<file path="config.mk">
export PLATFORM = sky130hd
export DESIGN_NAME = serial_alu_flat
export DESIGN_NICKNAME = d
export VERILOG_FILES = /design/src/rtl/serial_alu_if.sv /design/src/rtl/serial_alu.sv /design/src/flat_wrapper.sv
export SDC_FILE = /design/constraint.sdc
export NUM_CORES = 1
export LEC_CHECK = 0
export CAP_MARGIN = 20
export CORE_ASPECT_RATIO = 1.5
export CORE_UTILIZATION = 45
export CTS_BUF_LIST = sky130_fd_sc_hd__clkbuf_8 sky130_fd_sc_hd__clkbuf_16
export CTS_CLUSTER_SIZE = 14
export DETAILED_ROUTE_END_ITERATION = 6
export PLACE_DENSITY_LB_ADDON = 0.15
export SKIP_CTS_REPAIR_TIMING = 1
export SYNTH_ARGS = -nofsm -noshare
export SYNTH_HDL_FRONTEND = slang
export SYNTH_SLANG_ARGS = --single-unit
</file>
<file path="constraint.sdc">
create_clock -name clk -period 3.3 [get_ports clk]
set_clock_uncertainty 0.15 [all_clocks]
set_input_delay 0.495 -clock clk [delete_from_list [all_inputs] [get_ports clk]]
set_output_delay 0.495 -clock clk [all_outputs]
set_load 0.1 [all_outputs]
</file>
<file path="src/rtl/serial_alu_if.sv">
// serial_alu_if: controller-to-ALU start/done bus; carries cout when SERIAL_ALU_CARRY_OUT_EN is defined
interface serial_alu_if #(
   parameter int WIDTH = 32
);
   logic             start;
   logic [WIDTH-1:0] a;
   logic [WIDTH-1:0] b;
   logic [2:0]       control;
   logic [WIDTH-1:0] out;
   logic             busy;
   logic             done;
   logic             zero;
   logic             negative;
   logic             overflow;
`ifdef SERIAL_ALU_CARRY_OUT_EN
   logic             cout;
`endif
   modport master (
      output start, a, b, control,
      input  out, busy, done, zero, negative, overflow
`ifdef SERIAL_ALU_CARRY_OUT_EN
      , input cout
`endif
   );
   modport slave (
      input  start, a, b, control,
      output out, busy, done, zero, negative, overflow
`ifdef SERIAL_ALU_CARRY_OUT_EN
      , output cout
`endif
   );
endinterface

</file>
<file path="src/rtl/serial_alu.sv">
// serial_alu: bit-serial add/sub/logic ALU, one bit per clock LSB first, WIDTH+1 cycle issue interval.
// Define SERIAL_ALU_CARRY_OUT_EN to add the cout port (final MSB carry of add/sub).
module serial_alu #(
   parameter int WIDTH = 32
) (
   input logic         clk,
   input logic         reset,
   serial_alu_if.slave bus
);
   localparam int IW = $clog2(WIDTH);
   localparam logic [1:0] IDLE = 2'd0, RUN = 2'd1, DONE = 2'd2;
   logic [1:0]       state;
   logic [IW-1:0]    idx;
   logic [WIDTH-1:0] a_r, b_r, res, res_n, out_r;
   logic [2:0]       ctl;
   logic             carry, carry_n, ai, bi, bx, sum, rbit, arith, last;
   logic             zero_r, neg_r, ovf_r;
   always_comb begin
      ai      = a_r[idx];
      bi      = b_r[idx];
      arith   = ctl[2:1] == 2'b01;
      bx      = bi ^ (ctl == 3'd3);
      sum     = ai ^ bx ^ carry;
      carry_n = (ai & bx) | (ai & carry) | (bx & carry);
      rbit    = arith ? sum :
                ctl == 3'd4 ? ai & bi :
                ctl == 3'd5 ? ai | bi :
                ctl == 3'd6 ? ~(ai | bi) :
                ctl == 3'd7 ? ai ^ bi : 1'b0;
      res_n   = {rbit, res[WIDTH-1:1]};
      last    = idx == IW'(WIDTH - 1);
   end
`ifdef SERIAL_ALU_CARRY_OUT_EN
   logic cout_r;
   always_ff @(posedge clk)
      if (reset) cout_r <= 1'b0;
      else if (state == RUN && last) cout_r <= arith & carry_n;
   assign bus.cout = cout_r;
`endif
   always_ff @(posedge clk) begin
      if (reset) begin
         state  <= IDLE;
         idx    <= '0;
         a_r    <= '0;
         b_r    <= '0;
         ctl    <= '0;
         carry  <= 1'b0;
         res    <= '0;
         out_r  <= '0;
         zero_r <= 1'b0;
         neg_r  <= 1'b0;
         ovf_r  <= 1'b0;
      end else if (state == RUN) begin
         res   <= res_n;
         carry <= carry_n;
         idx   <= idx + IW'(1);
         if (last) begin
            out_r  <= res_n;
            zero_r <= res_n == '0;
            neg_r  <= res_n[WIDTH-1];
            // overflow = carry into MSB xor carry out of MSB
            ovf_r  <= arith & (carry ^ carry_n);
            state  <= DONE;
         end
      end else begin
         state <= bus.start ? RUN : IDLE;
         if (bus.start) begin
            a_r   <= bus.a;
            b_r   <= bus.b;
            ctl   <= bus.control;
            carry <= bus.control == 3'd3;
            idx   <= '0;
            res   <= '0;
         end
      end
   end
   assign bus.out      = out_r;
   assign bus.busy     = state == RUN;
   assign bus.done     = state == DONE;
   assign bus.zero     = zero_r;
   assign bus.negative = neg_r;
   assign bus.overflow = ovf_r;
endmodule

</file>
<file path="src/flat_wrapper.sv">
// flat-port wrapper written by rule: the top's interface ports become plain ports
module serial_alu_flat 
#(
   parameter int WIDTH = 32
)
  (clk, reset, bus_start, bus_a, bus_b, bus_control, bus_out, bus_busy, bus_done, bus_zero, bus_negative, bus_overflow);
  serial_alu_if #(.WIDTH(WIDTH)) bus_i ();
  input logic clk;
  input logic reset;
  input wire logic [$bits(bus_i.start)-1:0] bus_start;
  input wire logic [$bits(bus_i.a)-1:0] bus_a;
  input wire logic [$bits(bus_i.b)-1:0] bus_b;
  input wire logic [$bits(bus_i.control)-1:0] bus_control;
  output wire logic [$bits(bus_i.out)-1:0] bus_out;
  output wire logic [$bits(bus_i.busy)-1:0] bus_busy;
  output wire logic [$bits(bus_i.done)-1:0] bus_done;
  output wire logic [$bits(bus_i.zero)-1:0] bus_zero;
  output wire logic [$bits(bus_i.negative)-1:0] bus_negative;
  output wire logic [$bits(bus_i.overflow)-1:0] bus_overflow;
  assign bus_i.start = bus_start;
  assign bus_i.a = bus_a;
  assign bus_i.b = bus_b;
  assign bus_i.control = bus_control;
  assign bus_out = bus_i.out;
  assign bus_busy = bus_i.busy;
  assign bus_done = bus_i.done;
  assign bus_zero = bus_i.zero;
  assign bus_negative = bus_i.negative;
  assign bus_overflow = bus_i.overflow;
  serial_alu #(.WIDTH(WIDTH)) u_core (.clk(clk), .reset(reset), .bus(bus_i));
endmodule
</file>
==> qor.yml <==
run_status:
  status: "finished clean"
sta:
  fin_setup_tns_ns: 0
  relSlewSlack_pct: 56.5
  maxClockFrequency_ghz: 0.323
  rsz0062_at_grt: "false"
  slew_viol_final: 0
  tightest_slew_ns: 0.652
  setup_viol: 0
  final.period_utilization_pct: 93.7
  hold_violations: 0
  period_needed_ns: 3.09
critical_path:
  slowest_delay_ns: 0.49
  worstPathRequired_ns: 3.44
  crit_chain: "buf_12 -> mux4_2 -> mux4_2 -> a21o_1 -> ha_1 -> nor2b_1 -> a211o_1 -> a32oi_2 -> o21ai_0 -> nor2b_1"
  critPathSlowestCell: "mux4_2"
  critPathKind: "register to register"
  cp_num_buf_inv: 1
  cp-end-kind: "register"
  crit_arrival_ns: 3.23
  cp-start-kind: "register"
  crit_fanout: 8
  path_delay_family: "multiplexers"
yosys:
  synth_area_um2: 5620
  ys.flop_type: "dfxtp_1"
  synth_cells: 638
  synth-seq-cells: 140
  yosysSeqAreaShare_pct: 49.9
  syn_nets: 713
  synth.avg_cell_area_um2: 8.81
  synth-async-reset-ratio_pct: 0
  synth_edf_count: 0
  synth.distinct_cells: 40
  yosysWarnings: 0
power:
  powerDensity_nw_per_um2: 559
  power_frac_seq_pct: 43.3
  switching_share_pct: 22.7
  power.internal_mw: 3.16
  p_leak_nw: 2.74
  clockPowerShare_pct: 48.7
  p_sw_mw: 0.929
  p_comb_share_pct: 8.0
  p_total_mw: 4.09
  vdd_ir_drop_max_v: 0.000337
grt:
  grt_max_degree: 68
  antenna_found_initial: 0
  grt-ovfl-total: 0
  grt_pass1_wl_um: 21300
  grt_pass1_vias: 4586
  grt_usage_pct: 20.9
clock_tree:
  root_buffer: "clkbuf_16"
  cts_num_sinks: 140
  numCtsBuffers: 17
  cts_tree: "done"
  clk_latency_ns: 0.42
  cts.path.max_buffers: 2
  clk_pin_slew_ns: 0.06
  htree_levels: 4
route:
  first_pass_iters: 4
  vias: 4761
  drcViolationCount: 0
  drtIter0Drc: 169
  viasPerCell: 5.37
  wirelength_um: 12800
  drtAntennaViolNets: 0
  routedWlPerCell_um: 14.4
placement:
  dp_hpwl_um: 8700
  place.gp.congestion: 0.798
  place_area_um2: 6690
  port_buffers: 106
floorplanning:
  die_area_um2: 13000
  fp.coreArea_um2: 12100
  io_pins: 107
  die_w_um: 93.3
  start_util_pct: 46.5
  std_cell_rows: 49
  die_h_um: 139
job:
  max_cap_violations: 0
worst_hold_path:
  hp-class: "register to register"
layout:
  nNetsFinal: 796
  post-route-util_pct: 60.6
  finalInstanceArea_um2: 7320
  area_delta_synth_final_pct: 30.2
  post_route_cells_drive_above_1_share_pct: 12.5
  antenna-diode-count: 0
  layout_commonest_cell: "nand2_1"
  layout_common_cells: "nand2_1, dfxtp_1, a21oi_1, clkdlybuf4s50_1, buf_4"
[Yosys cell counts (2+ instances only)]
library cell	count	area, µm²
a211oi_1	3	22.5
a21oi_1	107	536
a22o_1	30	263
a22oi_1	4	30.0
a32o_1	2	20.0
buf_1	6	22.5
buf_2	12	60.1
buf_4	2	15.0
clkbuf_1	33	124
dfxtp_1	140	2800
ha_1	4	50.1
inv_1	2	7.51
mux2i_1	17	170
mux4_1	4	105
mux4_2	5	113
nand2_1	173	649
nand2b_1	4	25.0
nand3_1	9	45.0
nand3b_1	34	255
nand4_1	4	25.0
nor2_1	9	33.8
nor2b_1	8	50.1
nor4_1	7	43.8
o21ai_0	3	15.0
[power groups by stage]
| stage | Combinational [mW] | Clock (mW) | Sequential, mW |
|---|---|---|---|
| floorplan | 0.201 | 0 | 1.79 |
| global placement | 0.321 | 0 | 1.81 |
| detailed placement | 0.329 | 0 | 1.81 |
| CTS | 0.331 | 2.01 | 1.77 |
| global route | 0.366 | 2.10 | 1.78 |
| finish | 0.329 | 1.99 | 1.77 |
[path summary, 6_finish.rpt]
kind,startpoint,to,slack [ns],cells past startpoint
hold reg to reg,u_core.b_r[24]$_SDFFE_PP0P_,u_core.b_r[24]$_SDFFE_PP0P_,0.31,2
setup reg to reg,u_core.idx[0]$_SDFFE_PP0P_,u_core.res[31]$_SDFFE_PP0P_,0.21,10
setup / recovery,u_core.idx[0]$_SDFFE_PP0P_,u_core.res[31]$_SDFFE_PP0P_,0.21,10
hold / removal,u_core.b_r[24]$_SDFFE_PP0P_,u_core.b_r[24]$_SDFFE_PP0P_,0.31,2
[metal layers]
layer,up-vias,wire length [µm],global-route usage [%]
li1,2385,-,-
met1,2244,5320,23.6
met2,111,6720,37.0
met3,21,499,4.99
met4,0,238,8.58
met5,-,0,0
[cell families after synthesis]
family                     count (synthesis)  share of synthesized area [%]
and+or+nand+nor                          252                           20.5
AOI/OAI and AO/OA                        157                           16.9
DFF                                      140                           49.9
buffers and inverters                     56                           4.27
muxes                                     26                           6.90
adders and majority gates                  5                           1.25
xor gates and xnor gates                   2                          0.312
[sequential cells by signal (all words and copies together), names as in the netlist]
signal	flops
u_core.a_r	32
u_core.b_r	32
u_core.bus.out	32
u_core.bus.overflow	1
u_core.bus.zero	1
u_core.carry	1
u_core.ctl	3
u_core.idx	5
u_core.res	31
u_core.state	2
[metrics by stage]
step           setup WS (ns)  hold slack [ns]  std cells
2_1_floorplan          0.348            0.282        638
3_3_place_gp           0.194            0.297        855
3_5_place_dp           0.161            0.298        855
4_1_cts                0.142            0.306        887
5_1_grt               0.0368            0.322        887
6_report               0.208            0.307        887
[worst register-to-register path: cells and delay by family, from the launching register on]
family	cells	cell delay, ns
muxes	2	0.97
and+or+nand+nor	2	0.26
AOI/OAI and AO/OA	4	0.86
buffers and inverters	1	0.15
adders and majority gates	1	0.20
DFF	1	0.37
[area by class of cell]
type                       count  area (µm²)
clock buffer                  17         425
clock inverter                15         195
fill                        1039        4760
inverter                       2        7.51
multi-input combinational    442        2590
sequential                   140        2800
tap                          153         191
timing repair buffer         118        1110
Power figures use the tool's default switching activity.
